File: src/rtl/srv_icache_pkg.sv
// Shared types and address-field width helpers for the set-associative instruction cache.
package srv_icache_pkg;

  typedef enum logic [2:0] {
    IDLE   = 3'd0,
    LOOKUP = 3'd1,
    REFILL = 3'd2,
    RESP   = 3'd3,
    FLUSH  = 3'd4
  } state_t;

  // True field width; zero when the field vanishes (n == 1).
  function automatic int field_w(input int n);
    return (n > 1) ? $clog2(n) : 0;
  endfunction

  // Storage width for a field; never below one bit so vectors stay legal.
  function automatic int sel_w(input int n);
    return (n > 1) ? $clog2(n) : 1;
  endfunction

  function automatic int tag_w(input int nsets, input int line_words);
    return 30 - field_w(nsets) - field_w(line_words);
  endfunction

endpackage

File: src/rtl/srv_plru_tree.sv
// Tree pseudo-LRU for one set: victim walk and access update, both combinational.
module srv_plru_tree #(
  parameter int NWAYS = 4,
  localparam int WAYW = $clog2(NWAYS)
) (
  input  logic [NWAYS-2:0] tree,
  input  logic [WAYW-1:0]  way,
  output logic [WAYW-1:0]  victim,
  output logic [NWAYS-2:0] tree_next
);

  // Heap layout: node n has children 2n+1 (left) and 2n+2 (right); a 0 bit points left.
  always_comb begin : walk_victim
    logic [WAYW-1:0] node;
    node   = '0;
    victim = '0;
    for (int lvl = 0; lvl < WAYW; lvl++) begin
      victim[WAYW-1-lvl] = tree[node];
      node = WAYW'(2 * int'(node) + 1 + int'(tree[node]));
    end
  end

  always_comb begin : walk_update
    logic [WAYW-1:0] node;
    node      = '0;
    tree_next = tree;
    for (int lvl = 0; lvl < WAYW; lvl++) begin
      tree_next[node] = ~way[WAYW-1-lvl];
      node = WAYW'(2 * int'(node) + 1 + int'(way[WAYW-1-lvl]));
    end
  end

endmodule

File: src/rtl/srv_icache_sa.sv
// Set-associative instruction cache with tree-PLRU replacement, blocking line refill and fence.i flush.
module srv_icache_sa
  import srv_icache_pkg::*;
#(
  parameter int NSETS      = 4,
  parameter int NWAYS      = 4,
  parameter int LINE_WORDS = 4
) (
  input  logic                       clk,
  input  logic                       rst_n,
  input  logic                       imem_req_i,
  input  logic [31:0]                imAddr,
  output logic                       req_rdy_o,
  output logic [31:0]                imData,
  output logic                       im_drdy,
  input  logic                       flush_i,
  output logic                       ext_req_o,
  output logic [31:0]                ext_addr_o,
  input  logic                       ext_rsp_i,
  input  logic [32*LINE_WORDS-1:0]   ext_data_i,
  output logic [2:0]                 dbg_state
);

  localparam int OFFW  = field_w(LINE_WORDS);
  localparam int OFFS  = sel_w(LINE_WORDS);
  localparam int IDXS  = sel_w(NSETS);
  localparam int TAGW  = tag_w(NSETS, LINE_WORDS);
  localparam int WAYW  = $clog2(NWAYS);
  localparam int LINEW = 32 * LINE_WORDS;

  // Handshake: a request transfers on a cycle where imem_req_i && req_rdy_o; the word comes
  // back on the single cycle im_drdy is high, and ext_req_o holds until one ext_rsp_i pulse.
  state_t            state;
  logic [31:0]       addr_q;
  logic              flush_pend;
  logic [31:0]       resp_q;
  logic [NWAYS-1:0]  valid_q [NSETS];
  logic [NWAYS-2:0]  plru_q  [NSETS];
  logic [TAGW-1:0]   tag_mem  [NSETS][NWAYS];
  logic [LINEW-1:0]  data_mem [NSETS][NWAYS];

  logic [IDXS-1:0]   idx;
  logic [OFFS-1:0]   off;
  logic [TAGW-1:0]   tag;
  logic              hit;
  logic [WAYW-1:0]   hit_way;
  logic [WAYW-1:0]   victim;
  logic [WAYW-1:0]   plru_victim;
  logic [NWAYS-2:0]  plru_next;
  logic [LINEW-1:0]  hit_line;
  logic [31:0]       hit_word;
  logic              lookup_hit;

  assign idx = IDXS'((addr_q >> (2 + OFFW)) & 32'(NSETS - 1));
  assign off = OFFS'((addr_q >> 2) & 32'(LINE_WORDS - 1));
  assign tag = addr_q[31 -: TAGW];

  always_comb begin
    hit     = 1'b0;
    hit_way = '0;
    for (int w = 0; w < NWAYS; w++) begin
      if (valid_q[idx][w] && tag_mem[idx][w] == tag) begin
        hit     = 1'b1;
        hit_way = WAYW'(w);
      end
    end
  end

  // Fill an empty way before disturbing the PLRU choice.
  always_comb begin
    victim = plru_victim;
    for (int w = NWAYS - 1; w >= 0; w--) begin
      if (!valid_q[idx][w]) victim = WAYW'(w);
    end
  end

  srv_plru_tree #(.NWAYS(NWAYS)) u_plru (
    .tree      (plru_q[idx]),
    .way       ((state == LOOKUP) ? hit_way : victim),
    .victim    (plru_victim),
    .tree_next (plru_next)
  );

  assign hit_line   = data_mem[idx][hit_way];
  assign hit_word   = 32'(hit_line >> {off, 5'b0});
  assign lookup_hit = (state == LOOKUP) && hit;

  assign req_rdy_o  = (state == IDLE) && !flush_pend && !flush_i;
  assign im_drdy    = lookup_hit || (state == RESP);
  assign imData     = lookup_hit ? hit_word : resp_q;
  assign ext_req_o  = (state == REFILL);
  assign ext_addr_o = addr_q & ~32'(LINE_WORDS * 4 - 1);
  assign dbg_state  = state;

  always_ff @(posedge clk or negedge rst_n) begin
    if (!rst_n) begin
      state      <= IDLE;
      addr_q     <= '0;
      flush_pend <= 1'b0;
      resp_q     <= '0;
      for (int s = 0; s < NSETS; s++) begin
        valid_q[s] <= '0;
        plru_q[s]  <= '0;
      end
    end else begin
      case (state)
        IDLE: begin
          if (flush_i || flush_pend) begin
            state      <= FLUSH;
            flush_pend <= 1'b0;
          end else if (imem_req_i) begin
            addr_q <= imAddr;
            state  <= LOOKUP;
          end
        end
        LOOKUP: begin
          if (hit) begin
            plru_q[idx] <= plru_next;
            state       <= IDLE;
          end else begin
            state <= REFILL;
          end
        end
        REFILL: begin
          if (ext_rsp_i) begin
            valid_q[idx][victim] <= 1'b1;
            plru_q[idx]          <= plru_next;
            resp_q               <= 32'(ext_data_i >> {off, 5'b0});
            state                <= RESP;
          end
        end
        RESP: state <= IDLE;
        FLUSH: begin
          for (int s = 0; s < NSETS; s++) begin
            valid_q[s] <= '0;
            plru_q[s]  <= '0;
          end
          state <= IDLE;
        end
        default: state <= IDLE;
      endcase
      // A fence.i arriving mid-transaction waits for the transaction to finish.
      if (flush_i && state != IDLE) flush_pend <= 1'b1;
    end
  end

  always_ff @(posedge clk) begin
    if (state == REFILL && ext_rsp_i) begin
      data_mem[idx][victim] <= ext_data_i;
      tag_mem[idx][victim]  <= tag;
    end
  end

endmodule

File: config.mk
export PLATFORM = sky130hd
export DESIGN_NAME = srv_icache_sa
export DESIGN_NICKNAME = d
export VERILOG_FILES = /design/src/rtl/srv_icache_pkg.sv /design/src/rtl/srv_plru_tree.sv /design/src/rtl/srv_icache_sa.sv
export SDC_FILE = /design/constraint.sdc
export NUM_CORES = 2
export LEC_CHECK = 0
export BUFFER_PORTS_ARGS = -buffer_cell sky130_fd_sc_hd__buf_2
export CELL_PAD_IN_SITES_DETAIL_PLACEMENT = 0
export CELL_PAD_IN_SITES_GLOBAL_PLACEMENT = 1
export CORE_ASPECT_RATIO = 2
export CORE_MARGIN = 3
export CORE_UTILIZATION = 47
export DETAILED_ROUTE_END_ITERATION = 8
export PLACE_DENSITY = 0.79
export SYNTH_ARGS = -nofsm -noshare
export SYNTH_HDL_FRONTEND = slang
export SYNTH_SLANG_ARGS = --single-unit
File: constraint.sdc
create_clock -name clk -period 10.4 [get_ports clk]
set_clock_uncertainty 0.2 [all_clocks]
set_input_delay 2.08 -clock clk [delete_from_list [all_inputs] [get_ports clk]]
set_output_delay 2.08 -clock clk [all_outputs]
set_load 0.05 [all_outputs]
# ---- Word level (Yosys, flattened, before mapping)
# Memory sizes are Yosys's and may differ from the RTL's.
# Cells that the tools add are included.
dict set report classes {
  addsub 2
  n_lt_le_gt_ge 10
  eq_ne 11
  shifts 2
  n_mux 54
  bitwise_logic 7
  n_reduce_logical 29
}
# op count
set op_table {}
lappend op_table {{512-bit 2-to-1 mux} 1}
lappend op_table {{128-bit 2-to-1 mux} 3}
lappend op_table {{128-bit binary-select mux with 2-bit select} 1}
lappend op_table {{128-bit demux with 2-bit select} 1}
lappend op_table {{128-bit by 7-bit >> shifter with 32-bit output} 2}
lappend op_table {{26-bit == test} 4}
lappend op_table {{104-bit 2-to-1 mux} 1}
lappend op_table {{26-bit demux with 2-bit select} 1}
lappend op_table {{12-bit case mux with 3 select lines} 1}
lappend op_table {{32-bit 2-to-1 mux} 1}
lappend op_table {{16-bit case mux with 2 select lines} 1}
lappend op_table {{26-bit 2-to-1 mux} 1}
lappend op_table {{12-bit 2-to-1 mux} 2}
lappend op_table {{3-bit 2-to-1 mux} 6}
lappend op_table {{16-bit 2-to-1 mux} 1}
lappend op_table {{2-bit 2-to-1 mux} 8}
lappend op_table {{16-bit bitwise OR} 1}
lappend op_table {{1-bit logical AND} 13}
lappend op_table {{12-bit bitwise mux} 1}
lappend op_table {{1-bit 2-to-1 mux} 12}
lappend op_table {{4-bit 2-to-1 mux} 3}
lappend op_table {{3-bit greater-or-equal comparator (second input constant)} 3}
lappend op_table {{2-bit by 3-bit less-than comparator with 1-bit output (second input constant)} 3}
lappend op_table {{2-bit NOT with 3-bit output} 3}
lappend op_table {{other kinds (25)} 41}
dict set report word_totals {
  ff_bits 96
  mem_bits_rw 2464
  inputBits 165
  output_inout_bits 70
  word_cells 129
  memories 2
}
# memory words word_bits read_ports rd_clocked_by_memory_dff wr line
set mem_list {}
lappend mem_list {data_mem 4 512 1 0 1 srv_icache_sa.sv:40} ;# logic [LINEW-1:0] data_mem [NSETS][NWAYS];
lappend mem_list {tag_mem 4 104 1 0 1 srv_icache_sa.sv:39} ;# logic [TAGW-1:0] tag_mem [NSETS][NWAYS];

# ---- Longest topological paths before layout
dict set report logic_depth {
  word_depth 21
  depth_mapped 18
  mapped_depth_nobuf 10
}

# ---- By module
# A second synthesis with hierarchy kept.
dict set report unflattened {
  cells_unflattened 4762
  hier_area_um2 100171.1
}
# module instances cells_each area_per_inst_um2 seq_area_each_um2
set modules_own_cells {}
lappend modules_own_cells {srv_icache_sa 1 4755 100124.8 76343.2}
lappend modules_own_cells {srv_plru_tree 1 7 46.3 0.0}

# ---- Worst setup path before layout
# OpenSTA, ideal clock, no wires.
dict set report synth_timing {
  path_type {input -> register}
  start {input ext_rsp_i}
  end {memory data_mem[3][0] (netlist name) (enable)}
  setup_time_ps 672
  arrival_time_ps 9152
  required_ps 9528
  slack_ps 377
  stages 4
  path_buffers 1
  path_cell_list {and2_1 -> clkbuf_1 -> nand3_1 -> nor2_1}
}
dict set report synth_between {
  elab_chain_len 3
}
# item line
set synth_rtl {}
lappend synth_rtl {{start, declared} srv_icache_sa.sv:19} ;# input logic ext_rsp_i,
lappend synth_rtl {{1-bit logical AND} srv_icache_sa.sv:148} ;# if (state == REFILL && ext_rsp_i) begin
lappend synth_rtl {{1-bit 2-to-1 mux} srv_icache_sa.sv:148}
lappend synth_rtl {{512-bit 2-to-1 mux (implied by the code)} srv_icache_sa.sv:149} ;# data_mem[idx][victim] <= ext_data_i;
lappend synth_rtl {{end, declared} srv_icache_sa.sv:40}
# Every way passes these cells.

# ---- Worst setup path after layout
dict set report layout_timing {
  start {register addr_q[4]}
  end {output imData[18]}
}
dict set report layout_between {
  elab_chain_len 14
}
# item line
set layout_rtl {}
lappend layout_rtl {{start, declared} srv_icache_sa.sv:34} ;# logic [31:0] addr_q;
lappend layout_rtl {{start signal, assigned} srv_icache_sa.sv:112} ;# addr_q <= imAddr;
lappend layout_rtl {{parallel branches: the longest is 13 deep, another holds memory read 4 x 104 bit} --}
lappend layout_rtl {{32-bit 2-to-1 mux (*)} srv_icache_sa.sv:90} ;# assign imData = lookup_hit ? hit_word : resp_q;
lappend layout_rtl {{end, declared} srv_icache_sa.sv:14} ;# output logic [31:0] imData,
# Mark *: on every way between the ends. The select of a mux whose other input is x is not followed.

==> parameters.txt <==
Parameter                              Value

Status
  Outcome    finished, final reports clean

Worst setup path
  Arrival time of data at the critical path endpoint    7.24 ns
  Startpoint class of the critical path    register
  Critical Path End Type    output port
  Required arrival time at the worst endpoint    approximately 8.1 ns
  CP Class    register to output port
  Crit path max fanout    34

Clocking
  Clock latency on the worst-skew pair    approximately 0.86 ns
  Number of buffers inserted for hold repair after clock tree synthesis    0
  Clock tree from TritonCTS    done
  Number of buffers added by the clock tree synthesis step    between 200 and 250
  Buffer count from post-CTS setup fixing    0
  Clock root buffer    clkbuf_16
  Number of clock sinks    2558
  Maximum number of buffers from clock root to sink    4
  Clock transition at the registers of the reported paths    0.07 ns
  Post-CTS resize count    0
  CTS H-tree depth    4

Synth
  Async set or reset register ratio after synthesis    under 10%
  Top cell type's share of synthesized area    around three quarters
  Sequential element share of the synthesized area    approximately three quarters
  Count of mapped cells out of synthesis    4580
  Yosys warns    0
  Biggest area contributors in the synthesized netlist    edfxtp_1 74%, mux4_2 14%, dfrtp_1 2.3%, mux2i_1 1.8%, mux2_2 1.1%
  Number of register bits inferred by synthesis    approximately 2600
  Synth unique cells    around 90
  Number of enable-type register cells in the synthesized netlist    around 2500
  Synthesized area per cell    ~22 um^2
  Area of the mapped netlist    roughly 100000 um^2
  Primary FF master, synth    edfxtp_1
  Library cell with the largest summed area after synthesis    edfxtp_1

Final layout
  Fraction of layout instances using a drive strength above 1    between 20% and 30%
  Leading cell types in the layout, fill and taps excluded    2464 x edfxtp_1, 622 x mux4_2, 227 x buf_2
  Post-Layout Cell Count    about 7800
  Post-synthesis to final-layout area growth    11.0%
  Final #Nets    around 5000
  Most common cell after layout, fill and taps aside    edfxtp_1

Timing
  Highest clock frequency the design can meet    ~100 MHz
  Total count of hold-check failures in the final report    0
  Slew at the pin closest to its max-slew limit    1.25 ns
  Fin crit share    91.6%
  Unrepaired setup endpoints after global routing    false
  Final Hold Slack    0.295 ns
  Final setup violating endpoints    0
  Total Negative Setup Slacks    0 ns
  Final worst path period need    about 9.5 ns
  Relative slew slack    between 15 and 20%
  Pins over their slew limit    0

Floorplanning
  Die X-Extent    between 300 and 400 um
  Core Region    approximately 210000 um^2
  Row count    about 240
  Num ports    around 240
  Height of the die    around 660 um
  Starting utilization of the core area    47.3%
  Die area    around 220000 um^2

Detailed routing
  Total wire length after detailed routing    around 250000 um
  DRC violations left    0
  Mean number of vias per cell    between 6 and 7
  Routed Antenna Nets    0
  Routed wirelength normalized by instance count    around 31 um
  1st-iter DRT viols    approximately 5300
  Overall via count from detail_route    48405
  Number of detailed-routing iterations run before antenna repair    5

Power and ir drop
  Tot Pwr    roughly 0.027 W
  Worst voltage drop across the vdd grid    about 170 uV
  Leakage component of the power    ~35 nW
  P per Cell Area    roughly 250 nW/um^2

GRT
  Number of global-route vias before repair    between 50000 and 60000
  Global route total overflow    0
  Pin count of the biggest net entering global routing    122
  Initial antenna violation count    71
  Wire length of the first global-routing pass    359000 um
  GRT Resource Usage Total    ~22%

Placement
  Post-placement cell count    roughly 7400
  Detailed placement HPWL    between 100000 and 150000 um
  Final GP Congestion    a little over 0.8
  Number of input and output port buffers inserted    roughly 230

Job
  Max-cap check violation count    0

Hold path
  Type of the tightest min-delay check    register to register
## per-layer routing
metal  up-vias  share of wire [%]  GRT usage [%]
li1      19716                  -              -
met1     26081                 36           28.0
met2      2071                 52           39.4
met3       483                7.7           4.17
met4        54                3.6           8.21
met5         -               0.15              0
## stage by stage
stage / util, % / instance area (um^2) / worst slack (ns)
after floorplan: - / 100000 / 0.377
after global placement: 49.4 / 105000 / 1.73
after detailed placement: 49.4 / 105000 / 1.62
after CTS: 52.5 / 111000 / 0.724
after global routing: 52.5 / 111000 / 0.579
final: 52.5 / 111000 / 0.876
## critical path: stages (launching register included)
cell,delay [ns]
dfrtp_4,0.84
buf_4,0.68
mux4_2,0.60
xor2_1,0.17
nor4_2,0.56
o211a_1,0.30
nand4bb_4,0.68
buf_4,0.59
and2_0,0.20
a211oi_1,0.24
a211oi_1,0.13
a2111oi_2,0.65
a21oi_1,0.32
buf_2,0.30
## power by group
| part | internal (W) | leakage, nW | switching (W) |
|---|---|---|---|
| clock network | 0.00421 | 3.27 | 0.00356 |
| logic | 0.00330 | 8.51 | 0.00418 |
| registers | 0.0118 | 23.3 | 0.000430 |
## final timing paths
check                            from  slack [ns]  cells after the start        endpoint
hold reg to reg            valid_q[3]        0.29                      2      valid_q[3]
setup reg to reg            addr_q[4]        3.82                     10  tag_mem[1][55]
min in group asynchronous       rst_n        1.05                      1      addr_q[25]
setup / recovery            addr_q[4]        0.88                     13      imData[18]
hold / removal             valid_q[3]        0.29                      2      valid_q[3]
max in group asynchronous       rst_n        7.53                      2      resp_q[14]
## cells in the mapped netlist, drive strengths merged (2+ instances only)
master,instances
edfxtp,2464
mux4,632
buf,220
mux2i,183
nor2,131
nand2,118
mux2,97
dfrtp,94
clkbuf,76
a21oi,75
xnor2,73
a211oi,66
o211ai,36
and2,31
a2111oi,29
nand3,29
xor2,27
o2111ai,24
o21ai,20
o22ai,17
nand4,15
nor4,13
nor2b,9
o31a,9
a22o,7
inv,7
nor3,7
a21o,6
nand2b,6
and3,5
a221oi,4
and4,4
nor4b,3
o2bb2ai,3
o31ai,3
o41ai,3
a211o,2
a22oi,2
a31oi,2
a32o,2
a41oi,2
and4bb,2
nand4bb,2
or2,2
## area by class of cell
| cell class | instances | area, um^2 |
|---|---|---|
| clock buffers | 275 | 5700 |
| fillers | 16191 | 101000 |
| flip-flops and latches | 2558 | 76400 |
| diodes | 35 | 87.6 |
| well taps | 2771 | 3470 |
| multi-input cells | 1721 | 22600 |
| inverters | 7 | 26.3 |
| repair buffers | 357 | 2370 |
| clock inverters | 107 | 903 |
## flip-flops by register name, summed over array words and instances, names as in the netlist
| signal | cells |
|---|---|
| flush_pend | 1 |
| valid_q | 16 |
| tag_mem | 416 |
| resp_q | 32 |
| data_mem | 2048 |
| plru_q | 12 |
| addr_q | 30 |
| dbg_state | 3 |
## logic make-up after synthesis
group,after synthesis,synth area share (%)
buffers and inverters,304,1.71
muxes,912,17.1
AOI/OAI and AO/OA,322,2.44
xor gates and xnor gates,100,0.872
DFF,2558,76.0
and+or+nand+nor,383,1.86
other,1,0.00373
Power figures use the tool's default switching activity.
